[config.mk]
export PLATFORM = sky130hd
export DESIGN_NAME = crossbar_pipe
export DESIGN_NICKNAME = d
export VERILOG_FILES = /design/src/rtl/crossbar_pipe_pkg.sv /design/src/rtl/xbar_pipe_stage.sv /design/src/rtl/crossbar_pipe.sv
export SDC_FILE = /design/constraint.sdc
export NUM_CORES = 1
export LEC_CHECK = 0
export BUFFER_PORTS_ARGS = -buffer_cell sky130_fd_sc_hd__buf_2
export CORE_MARGIN = 4
export CORE_UTILIZATION = 40
export CTS_CLUSTER_SIZE = 20
export DETAILED_ROUTE_END_ITERATION = 7
export GPL_ROUTABILITY_DRIVEN = 0
export PLACE_DENSITY = 0.67
export SLEW_MARGIN = 10
export SYNTH_ARGS = -nofsm -noshare
export SYNTH_HDL_FRONTEND = slang
export SYNTH_SLANG_ARGS = --single-unit
[constraint.sdc]
create_clock -name clk -period 5.1 [get_ports clk]
set_input_delay 1.275 -clock clk [delete_from_list [all_inputs] [get_ports clk]]
set_output_delay 1.275 -clock clk [all_outputs]
set_load 0.01 [all_outputs]
[src/rtl/crossbar_pipe_pkg.sv]
// Shared NoC parameters: flit type, port count and select width.
package crossbar_pipe_pkg;

    localparam int unsigned FLIT_W   = 16;
    localparam int unsigned PORT_NUM = 5;
    localparam int unsigned SEL_W    = $clog2(PORT_NUM);

    typedef logic [FLIT_W-1:0] flit_t;

endpackage

[src/rtl/xbar_pipe_stage.sv]
// One output register stage: PORT_NUM flits plus their valid bits, synchronous reset.
module xbar_pipe_stage
    import crossbar_pipe_pkg::*;
#(
    parameter int unsigned PORT_NUM = crossbar_pipe_pkg::PORT_NUM
) (
    input  logic                clk,
    input  logic                rst,
    input  flit_t [PORT_NUM-1:0] data_i,
    input  logic [PORT_NUM-1:0] valid_i,
    output flit_t [PORT_NUM-1:0] data_o,
    output logic [PORT_NUM-1:0] valid_o
);

    flit_t [PORT_NUM-1:0] data_d, data_q;
    logic  [PORT_NUM-1:0] valid_d, valid_q;

    // No stall: every stage loads every cycle, data included even when invalid.
    always_comb begin
        data_d  = data_i;
        valid_d = valid_i;
    end

    // Stage registers; reset drops anything in flight.
    always_ff @(posedge clk) begin
        if (rst) begin
            data_q  <= '0;
            valid_q <= '0;
        end else begin
            data_q  <= data_d;
            valid_q <= valid_d;
        end
    end

    assign data_o  = data_q;
    assign valid_o = valid_q;

endmodule

[src/rtl/crossbar_pipe.sv]
// PORT_NUM x PORT_NUM flit switch with PIPE_STAGES output registers,
// per-output saturating flit counters and sticky selection error flags.
module crossbar_pipe
    import crossbar_pipe_pkg::*;
#(
    parameter int unsigned PORT_NUM    = crossbar_pipe_pkg::PORT_NUM,
    parameter int unsigned PIPE_STAGES = 1,
    parameter int unsigned CNT_W       = 16,
    parameter bit          MCAST_EN    = 1'b0,
    parameter int unsigned SEL_W       = $clog2(PORT_NUM)
) (
    input  logic                             clk,
    input  logic                             rst,
    input  flit_t [PORT_NUM-1:0]             flit_i,
    input  logic  [PORT_NUM-1:0][SEL_W-1:0]  sel_i,
    input  logic  [PORT_NUM-1:0]             sel_valid_i,
    input  logic                             clr_cnt_i,
    output flit_t [PORT_NUM-1:0]             data_o,
    output logic  [PORT_NUM-1:0]             valid_o,
    output logic  [PORT_NUM-1:0][CNT_W-1:0]  cnt_o,
    output logic  [1:0]                      err_o
);

    if (PIPE_STAGES > 3 || PORT_NUM < 2) begin : g_bad_cfg
        $fatal(1, "crossbar_pipe: PIPE_STAGES must be 0..3 and PORT_NUM >= 2");
    end

    localparam logic [CNT_W-1:0] CntMax = '1;

    flit_t [PORT_NUM-1:0] mux_data;
    logic  [PORT_NUM-1:0] mux_valid;
    logic  [PORT_NUM-1:0] sel_oor;
    logic                 conflict;

    // Stage 0: per-output input mux; invalid or out-of-range selects give zero.
    always_comb begin
        mux_data  = '0;
        mux_valid = '0;
        sel_oor   = '0;
        for (int unsigned o = 0; o < PORT_NUM; o++) begin
            if (sel_valid_i[o]) begin
                if (32'(sel_i[o]) < PORT_NUM) begin
                    mux_valid[o] = 1'b1;
                    mux_data[o]  = flit_i[sel_i[o]];
                end else begin
                    sel_oor[o] = 1'b1;
                end
            end
        end
    end

    // Conflict: any two valid in-range selects naming the same input.
    always_comb begin
        conflict = 1'b0;
        for (int unsigned a = 0; a < PORT_NUM; a++) begin
            for (int unsigned b = a + 1; b < PORT_NUM; b++) begin
                if (mux_valid[a] && mux_valid[b] && (sel_i[a] == sel_i[b])) begin
                    conflict = 1'b1;
                end
            end
        end
    end

    // Stage chain; index 0 is the combinational mux output.
    flit_t [PORT_NUM-1:0] stg_data  [PIPE_STAGES+1];
    logic  [PORT_NUM-1:0] stg_valid [PIPE_STAGES+1];

    assign stg_data[0]  = mux_data;
    assign stg_valid[0] = mux_valid;

    for (genvar s = 0; s < PIPE_STAGES; s++) begin : g_stage
        xbar_pipe_stage #(
            .PORT_NUM (PORT_NUM)
        ) u_stage (
            .clk     (clk),
            .rst     (rst),
            .data_i  (stg_data[s]),
            .valid_i (stg_valid[s]),
            .data_o  (stg_data[s+1]),
            .valid_o (stg_valid[s+1])
        );
    end

    assign data_o  = stg_data[PIPE_STAGES];
    assign valid_o = stg_valid[PIPE_STAGES];

    logic [PORT_NUM-1:0][CNT_W-1:0] cnt_d, cnt_q;
    logic [1:0]                     err_d, err_q;

    // Counters count at the output side; clear wins over a same-edge increment.
    always_comb begin
        cnt_d = cnt_q;
        for (int unsigned o = 0; o < PORT_NUM; o++) begin
            if (clr_cnt_i) begin
                cnt_d[o] = '0;
            end else if (valid_o[o] && (cnt_q[o] != CntMax)) begin
                cnt_d[o] = cnt_q[o] + CNT_W'(1);
            end
        end
    end

    // Sticky error flags: [1] out-of-range select, [0] conflict unless multicast allowed.
    always_comb begin
        err_d    = err_q;
        err_d[1] = err_q[1] | (|sel_oor);
        err_d[0] = err_q[0] | (conflict & ~MCAST_EN);
    end

    // Counter and error state, always registered regardless of pipeline depth.
    always_ff @(posedge clk) begin
        if (rst) begin
            cnt_q <= '0;
            err_q <= '0;
        end else begin
            cnt_q <= cnt_d;
            err_q <= err_d;
        end
    end

    assign cnt_o = cnt_q;
    assign err_o = err_q;

endmodule
== After elaboration in Yosys (flattened, before gate mapping) ==
Cells that the tools add are included.

* Register bits: 167
* Bits in latches: 0
* Memory bits (writable): 0
* ROM bits: 0
* Output and inout bits: 167
* Memories kept: 0

* Add/subtract/negate cells: 5
* $mul: 0
* Div/mod/pow operators: 0
* Order comparisons: 10
* Eq/ne operators: 15
* Shifts and indexed selects: 0
* Multiplexer cells: 40
* Bitwise gates (word level): 12
* Reductions and logical operators: 32

{| class="wikitable"
|+ Operators by type and width
! cell !! number
|-
| 16-bit binary-select mux with 3-bit select || 5
|-
| 16-bit by 1-bit adder with 16-bit output (second input constant) || 5
|-
| 16-bit two-way mux || 5
|-
| 16-bit != test (second input constant) || 5
|-
| 3-bit == test || 10
|-
| 1-bit two-way mux || 30
|-
| 1-bit logical AND || 25
|-
| 3-bit by 4-bit less-than comparator with 1-bit output (second input constant) || 5
|-
| 3-bit less-than comparator (second input constant) || 5
|-
| 3-bit OR reduction || 5
|-
| 1-bit NOT || 10
|-
| 5-bit OR reduction || 1
|-
| 1-bit OR || 2
|-
| 2-bit OR reduction || 1
|}

== Depth between registers and ports, before layout ==
Gate-level depths: netlist of the first run.

* Depth in word-level cells: 16
* Gate-level depth with buffers: 8

== Modules after synthesis ==
Synthesis of the first run repeated with hierarchy kept, for this count alone.

* Cells, all modules: 982
* Area, all modules: 9749.4 um2

{| class="wikitable"
|+ Modules (own cells, without submodules)
! module !! times used !! cells an instance !! area each (um2) !! sequential area each (um2)
|-
| crossbar_pipe || 1 || 803 || 7437.1 || 1641.6
|-
| xbar_pipe_stage || 1 || 179 || 2312.2 || 1701.6
|}

== Worst setup path before layout of the first run ==
No wires, ideal clock.

* Path kind: input -> register
* From: input port sel_i[3] in the netlist's numbering
* To: register g_stage[0].u_stage.data_q, in the netlist g_stage[0].u_stage.data_o[22]
* Setup time: 0.128 ns
* Arrival: 2.451 ns
* Slack: 2.522 ns
* Cell stages on the path: 5
* Buffers on the path: 2
* Path through: buf_2 > buf_2 > mux4_2 > a22oi_1 > nor2_1

* Word-level cells in the longest chain between the ends: 3

{| class="wikitable"
|+ Ends and longest elaborated chain
! item !! RTL line !! source
|-
| start: declaration || crossbar_pipe.sv:15 || <nowiki>input logic [PORT_NUM-1:0][SEL_W-1:0] sel_i,</nowiki>
|-
| 3-bit less-than comparator || crossbar_pipe.sv:42 || <nowiki>if (32'(sel_i[o]) < PORT_NUM) begin</nowiki>
|-
| 1-bit NOT (no line) || -- ||
|-
| 3-bit OR reduction (no line) || -- ||
|-
| end signal: assignment || xbar_pipe_stage.sv:30 || <nowiki>data_q <= data_d;</nowiki>
|-
| end: declaration || xbar_pipe_stage.sv:15 || <nowiki>flit_t [PORT_NUM-1:0] data_d, data_q;</nowiki>
|}

Several ways; a longest one is shown, not always the timed one. The select of a mux whose other input is x is not followed.
A chain may end at the register's enable or synchronous reset.

== Worst setup path after layout of the first run ==
* From: input port sel_i[9] in the netlist's numbering
* To: register g_stage[0].u_stage.data_q, in the netlist g_stage[0].u_stage.data_o[59]

The elaborated chain is that of the path after synthesis.

==> results of run 1 <==
cell usage after synthesis, drive strengths merged (18+ instances only):
cell	instances	area, um^2
a21oi	24	120
a22oi	32	240
buf	42	272
clkbuf	18	67.6
dfxtp	167	3340
mux2i	40	400
mux4	80	1810
nand2	32	120
nand3	55	295
nor2	145	544
nor3	26	140
o21ai	19	98.8
xnor2	37	324
xor2	41	359
report_power, final:
group / internal, mW / switching [mW] / total, mW
combinational: 0.206 / 0.242 / 0.448
clock: 0.699 / 0.584 / 1.28
sequential: 1.33 / 0.0147 / 1.34
total: 2.24 / 0.841 / 3.08
cells by family after synthesis:
logic type                 share of synthesized area
adders and majority gates                    0.00674
and+or+nand+nor                                0.185
muxes                                          0.238
AOI/OAI and AO/OA                             0.0923
xor gates and xnor gates                      0.0737
DFF                                            0.360
buffers and inverters                         0.0438
state kept, by name, summed over array words and instances, names as in the netlist:
register                 flops
g_stage.u_stage.data_o      80
err_o                        2
g_stage.u_stage.valid_o      5
cnt_o                       80
metrics by stage:
step / instances / worst slack, ns / utilization / hold slack (ns) / instance area [um^2]
floorplan: 915 / 2.52 / - / 0.495 / 9280
global placement: 1413 / 1.87 / 0.470 / 0.464 / 10700
detailed placement: 1413 / 1.83 / 0.470 / 0.473 / 10700
CTS: 1445 / 2.27 / 0.495 / 0.485 / 11200
global route: 1449 / 2.14 / 0.496 / 0.489 / 11300
finish: 1450 / 2.28 / 0.496 / 0.487 / 11300
worst max-delay path, cell delays in order:
cell and delay (ns):
buf_2 0.37, o21ai_1 0.28, nand3_1 0.77, a21oi_1 0.42
layout by cell type, fill, tap and decap left out, types with 4 or more instances in the layout:
cell type / instances
nand2b_1: 17
mux2i_1: 40
nor2_1: 145
inv_6: 4
or3_1: 9
buf_2: 269
o21ai_0: 9
and4_1: 11
o2111ai_1: 5
buf_4: 4
nand4_1: 13
a22oi_1: 32
nor4_1: 7
a31oi_1: 6
nand2_1: 32
or4_1: 4
and3_1: 11
nor3_1: 24
nand3_2: 4
xnor2_1: 37
a21oi_1: 24
o211ai_1: 13
clkbuf_16: 17
dfxtp_1: 167
and2_1: 4
inv_1: 15
ha_1: 5
o21ai_1: 9
mux4_2: 78
diode_2: 5
xor2_1: 41
nand3_1: 51
layout make-up:
type / count / area, um^2 / share of cell area
tap: 285 / 357 / 0.0317
sequential: 167 / 3340 / 0.297
multi-input combinational: 670 / 5530 / 0.491
timing repair buffer: 273 / 1380 / 0.122
inverter: 18 / 67.6 / 0.00600
antenna: 5 / 12.5 / 0.00111
clock inverter: 14 / 139 / 0.0123
clock buffer: 18 / 439 / 0.0390
per-layer routing:
layer / vias up / GRT usage / share of wire
met3: 49 / 0.0475 / 0.077
met4: 6 / 0.0739 / 0.020
met5: - / 0 / 0.00078
met2: 404 / 0.372 / 0.48
met1: 3939 / 0.290 / 0.42
li1: 3868 / - / -
path summary, 6_finish.rpt:
check | from | end | slack [ns] | depth (start not counted)
setup / recovery | sel_i[9] | g_stage[0].u_stage.data_o[59] | 2.28 | 4
hold / removal | err_o[1] | err_o[1] | 0.49 | 2
setup reg to reg | cnt_o[64] | cnt_o[71] | 3.14 | 6
hold reg to reg | err_o[1] | err_o[1] | 0.49 | 2
==> run summary, run 1 <==
status = complete, no violations
syn nets = 1,023
max cap viols = 0
post-CTS setup repair buffer count = 0
post-CTS sizing = 0
die area = 0.0257 mm^2
wire per inst = 20.3 um
setup TNS = 0 ns
pin slew with the least headroom to its limit = 1.05 ns
count of different cell masters after synthesis = 61
antenna violations before repair = 7
Rel. slew slack = 0.296
Site Rows = 55
input/output buffers = 269
RSZ-0062 raised after global routing = no
Synth Register Bits = 167
Layout Nets = 1,255
GR Util All Layers = 0.223
grt ovf = 0
CTS tree = built
number of synthesized flops with an enable pin = 0
Worst EP arrival = 3.13 ns
Tmin final = 2.82 ns
via count = 8,266
pwr dens = 273 mW/mm^2
P_leak = 4.70 nW
TritonCTS sink count = 167
Most used DFF post-synth = dfxtp_1
# setup viols final = 0
Hold Crit Class = reg -> reg
final WL = 29.5 mm
H-tree depth = 4
synth warn = 0
Final period util = 0.553
Starting Density = 0.408
Worst Clk Skew = 0.0132 ns
Starting DRT DRC Count = 599
Peak supply drop = 172 uV
# IOs = 270
asr flop ratio synth = 0
CTS buffer count = 17
number of global-route vias before repair = 8,018
mapped cell area = 0.00928 mm^2
CORE AREA = 0.0227 mm^2
DRC = 0
WP data required = 5.42 ns
Vias per Instance = 5.70
fillcell total = 2,119
Slew Viols, Final = 0
CP max FO = 23
Pwr Total = 3.08 mW
Clock Tree Buf Depth = 2
first-pass GRT wire length = 45.5 mm
Die Ht = 160 um
Crit Path Class = in -> reg
DR pass1 iterations = 5
largest net degree at the start of global routing = 45
Area Overhead vs Synth = 21.4%
Avg Cell Area, Syn = 10.1 um^2
Root Buffer Master = clkbuf_16
DP HPWL = 21.1 mm
Final Hold Viols = 0
sequential-to-total area share from yosys stat = 0.360
CP Capture Type = register
clk slew on worst S/H paths = 0.07 ns
fraction of layout cells with a size suffix above 1 = 0.345
CTS Hold Bufs = 0
Fmax = 355 MHz
Post-Syn Instances = 915
Clk Latency, worst-skew pair = 0.43 ns
Detail Route Antenna Nets = 0
crit path launch type = input port
Die Width = 160 um
(Power assumes the default switching activity.)
==> run 2: changes to the inputs <==
ABC_AREA = 1   (was not set)
PLACE_DENSITY = 0.69   (was 0.67)
clock period = 2.35 ns   (was 5.1 ns; I/O delays follow)
==> run 2 against run 1 <==
Largest cell class unchanged. Register-to-register slack got worse by 2.7 ns. Clock power rose by 120%. Largest power group unchanged. Power rose by 120%. Sequential power rose by 120%.
==> run summary, run 2 <==
status = complete, no violations (unchanged)
WP data required = 2.66 ns (was 5.42 ns)
commonest non-fill, non-tap cell in the layout = nand2_1 (was buf_2)
most used cell, CP = nor2_1
# setup viols final = 0 (unchanged)
largest net degree at the start of global routing = 69 (was 45)
crit-path leading delay family = compound AO/OA/AOI/OAI gates (was simple AND/OR/NAND/NOR gates)
top cell type's share of synthesized area = 0.329 (was 0.360)
via count = 11,500 (was 8,266)
FF-to-FF setup slack = 0.41 ns (was 3.14 ns)
antenna violations before repair = 6 (was 7)
P_leak = 5.11 nW (was 4.70 nW)
Worst Hold Depth = 3 (was 2)
Hold Crit Class = in -> reg (was reg -> reg)
Final period util = 0.828
clk slew on worst S/H paths = 0.07 ns (about the same)
Site Rows = 58 (was 55)
largest family of logic cells by synthesized area = compound AO/OA/AOI/OAI gates (was multiplexers)
Clk Latency, worst-skew pair = 0.42 ns (was 0.43 ns)
input/output buffers = 269 (unchanged)
top-count cell post-synth = nand2_1 (was dfxtp_1)
worst hold margin = 0.425 ns (was 0.487 ns)
pin slew with the least headroom to its limit = 0.589 ns (was 1.05 ns)
area leader, netlist = dfxtp_1 (unchanged)
asr flop ratio synth = 0 (unchanged)
grt ovf = 0 (unchanged)
sequential-to-total area share from yosys stat = 0.329 (was 0.360)
Area Overhead vs Synth = 20.5% (was 21.4%)
Simple-Gate Fraction of Synth Area = 0.239 (was 0.185)
HP Start = sel_valid_i[0] (was err_o[1])
Fmax = 514 MHz
Peak supply drop = 438 uV (was 172 uV)
syn nets = 1,630 (was 1,023)
DR pass1 iterations = 6 (was 5)
crit-path cells = ha_1 > inv_1 > nor2_1 > nand4_1 > o21ai_2 > nor2_1 > o21ai_0 > nor2_1 (was buf_2 > o21ai_1 > nand3_1 > a21oi_1)
CP Capture Type = register (unchanged)
GR Util All Layers = 0.242 (was 0.223)
number of synthesized flops with an enable pin = 0 (unchanged)
CP max stage cell = o21ai_2 (was nand3_1)
post-CTS sizing = 0 (unchanged)
Worst Clk Skew = 0.00915 ns (was 0.0132 ns)
wire per inst = 17.1 um (was 20.3 um)
DRC = 0 (unchanged)
count of different cell masters after synthesis = 41 (was 61)
reg2reg end = cnt_o[4] (was cnt_o[71])
TritonCTS sink count = 167 (unchanged)
synth top area cells = dfxtp_1 (33%), nand2_1 (12%), o21ai_0 (8.6%) (was dfxtp_1 (36%), mux4_2 (19%), nor2_1 (5.9%))
Slew Viols, Final = 0 (unchanged)
CORE AREA = 0.0251 mm^2 (was 0.0227 mm^2)
Most used DFF post-synth = dfxtp_1 (unchanged)
Crit Path Class = reg -> reg (was in -> reg)
Crit Reg-Reg Startpoint = cnt_o[0] (was cnt_o[64])
# IOs = 270 (unchanged)
Hold EP = err_o[1] (unchanged)
first-pass GRT wire length = 55.8 mm (was 45.5 mm)
most frequent cells in the layout = nand2_1 (323), buf_2 (269), o21ai_0 (175) (was buf_2 (269), dfxtp_1 (167), nor2_1 (145))
mux cell area share after synthesis = 0 (was 0.238)
Post-Synth XOR/XNOR Area = 0.0483 (was 0.0737)
Layout Nets = 1,848 (was 1,255)
setup TNS = 0 ns (unchanged)
number of global-route vias before repair = 10,500 (was 8,018)
Clock Tree Buf Depth = 2 (unchanged)
CTS buffer count = 17 (unchanged)
CP max stage delay = 0.47 ns (was 0.77 ns)
Die Width = 167 um (was 160 um)
Starting DRT DRC Count = 1,058 (was 599)
mapped cell area = 0.0102 mm^2 (was 0.00928 mm^2)
Avg Cell Area, Syn = 6.67 um^2 (was 10.1 um^2)
DP HPWL = 25.7 mm (was 21.1 mm)
RSZ-0062 raised after global routing = no (unchanged)
Vias per Instance = 5.52 (was 5.70)
compound-gate portion of the synthesized area = 0.274 (was 0.0923)
synth warn = 0 (unchanged)
Buffers & Inverters on Critical Path = 1 (unchanged)
Antenna diodes = 0 (was 5)
final WL = 35.7 mm (was 29.5 mm)
crit path launch type = register (was input port)
R2R depth = 8 (was 6)
Rel. slew slack = 0.607 (was 0.296)
die area = 0.0280 mm^2 (was 0.0257 mm^2)
Final Hold Viols = 0 (unchanged)
CTS Hold Bufs = 0 (unchanged)
Synth Register Bits = 167 (unchanged)
pwr dens = 555 mW/mm^2 (was 273 mW/mm^2)
Tmin final = 1.94 ns
Worst EP arrival = 2.25 ns (was 3.13 ns)
post-CTS setup repair buffer count = 0 (unchanged)
Post-Syn Instances = 1,522 (was 915)
Die Ht = 167 um (was 160 um)
Commonest cells post-synth = nand2_1 (323), o21ai_0 (175), dfxtp_1 (167) (was dfxtp_1 (167), nor2_1 (145), mux4_2 (78))
CP max FO = 12 (was 23)
Starting Density = 0.404 (was 0.408)
H-tree depth = 4 (unchanged)
max cap viols = 0 (unchanged)
CTS tree = built (unchanged)
Detail Route Antenna Nets = 0 (unchanged)
Synth Area in Adders = 0.00616 (was 0.00674)
fraction of layout cells with a size suffix above 1 = 0.222 (was 0.345)
Root Buffer Master = clkbuf_16 (unchanged)
run 2: power by group:
| part | total [mW] | switching (mW) | internal [mW] |
|---|---|---|---|
| Clock | 2.84 | 1.38 | 1.46 |
| Sequential | 2.93 | 0.0332 | 2.89 |
| Combinational | 1.03 | 0.689 | 0.339 |
| Total | 6.79 | 2.10 | 4.69 |
run 2: cells by family after synthesis:
kind of cell / count (synthesis)
AOI/OAI and AO/OA: 486
xor gates and xnor gates: 56
adders and majority gates: 5
buffers and inverters: 240
DFF: 167
and+or+nand+nor: 568
run 2: worst max path at each step:
stage / startpoint / endpoint / cells past startpoint
floorplan: cnt_o[17] / cnt_o[23] / 9
global placement: sel_i[4] / g_stage[0].u_stage.data_o[29] / 8
detailed placement: sel_i[13] / g_stage[0].u_stage.data_o[66] / 6
CTS: cnt_o[17] / cnt_o[24] / 9
global route: cnt_o[17] / cnt_o[18] / 9
finish: cnt_o[0] / cnt_o[4] / 8
run 2: layout make-up:
class	instances	area, um^2
multi-input cells	1115	5770
clock inverters	14	160
fillers	2589	12900
well taps	330	413
clock buffers	18	439
repair buffers	300	1590
inverters	139	522
flip-flops and latches	167	3340
run 2: layer usage:
layer  up-vias  part of all wire  global-route usage
li1       5574                 -                   -
met5         -            0.0018                   0
met2       592              0.46               0.405
met3        60             0.093              0.0576
met4        12             0.016              0.0660
met1      5255              0.42               0.314
run 2: per-stage QoR:
| step | setup WS [ns] | cells | power, mW | utilization | area (um^2) |
|---|---|---|---|---|---|
| detailed placement | 0.360 | 2051 | 4.00 | 0.463 | 11600 |
| CTS | 0.403 | 2083 | 6.84 | 0.487 | 12200 |
| floorplan | 0.746 | 1522 | 3.62 | - | 10200 |
| global placement | 0.386 | 2051 | 3.99 | 0.463 | 11600 |
| global route | 0.163 | 2083 | 7.08 | 0.487 | 12200 |
| finish | 0.405 | 2083 | 6.79 | 0.487 | 12200 |
run 2: worst reg2reg max path, cell delays in order, from the launching register on:
cell     delay [ns]
dfxtp_1        0.42
ha_1           0.29
inv_1          0.08
nor2_1         0.10
nand4_1        0.15
o21ai_2        0.47
nor2_1         0.09
o21ai_0        0.17
nor2_1         0.06
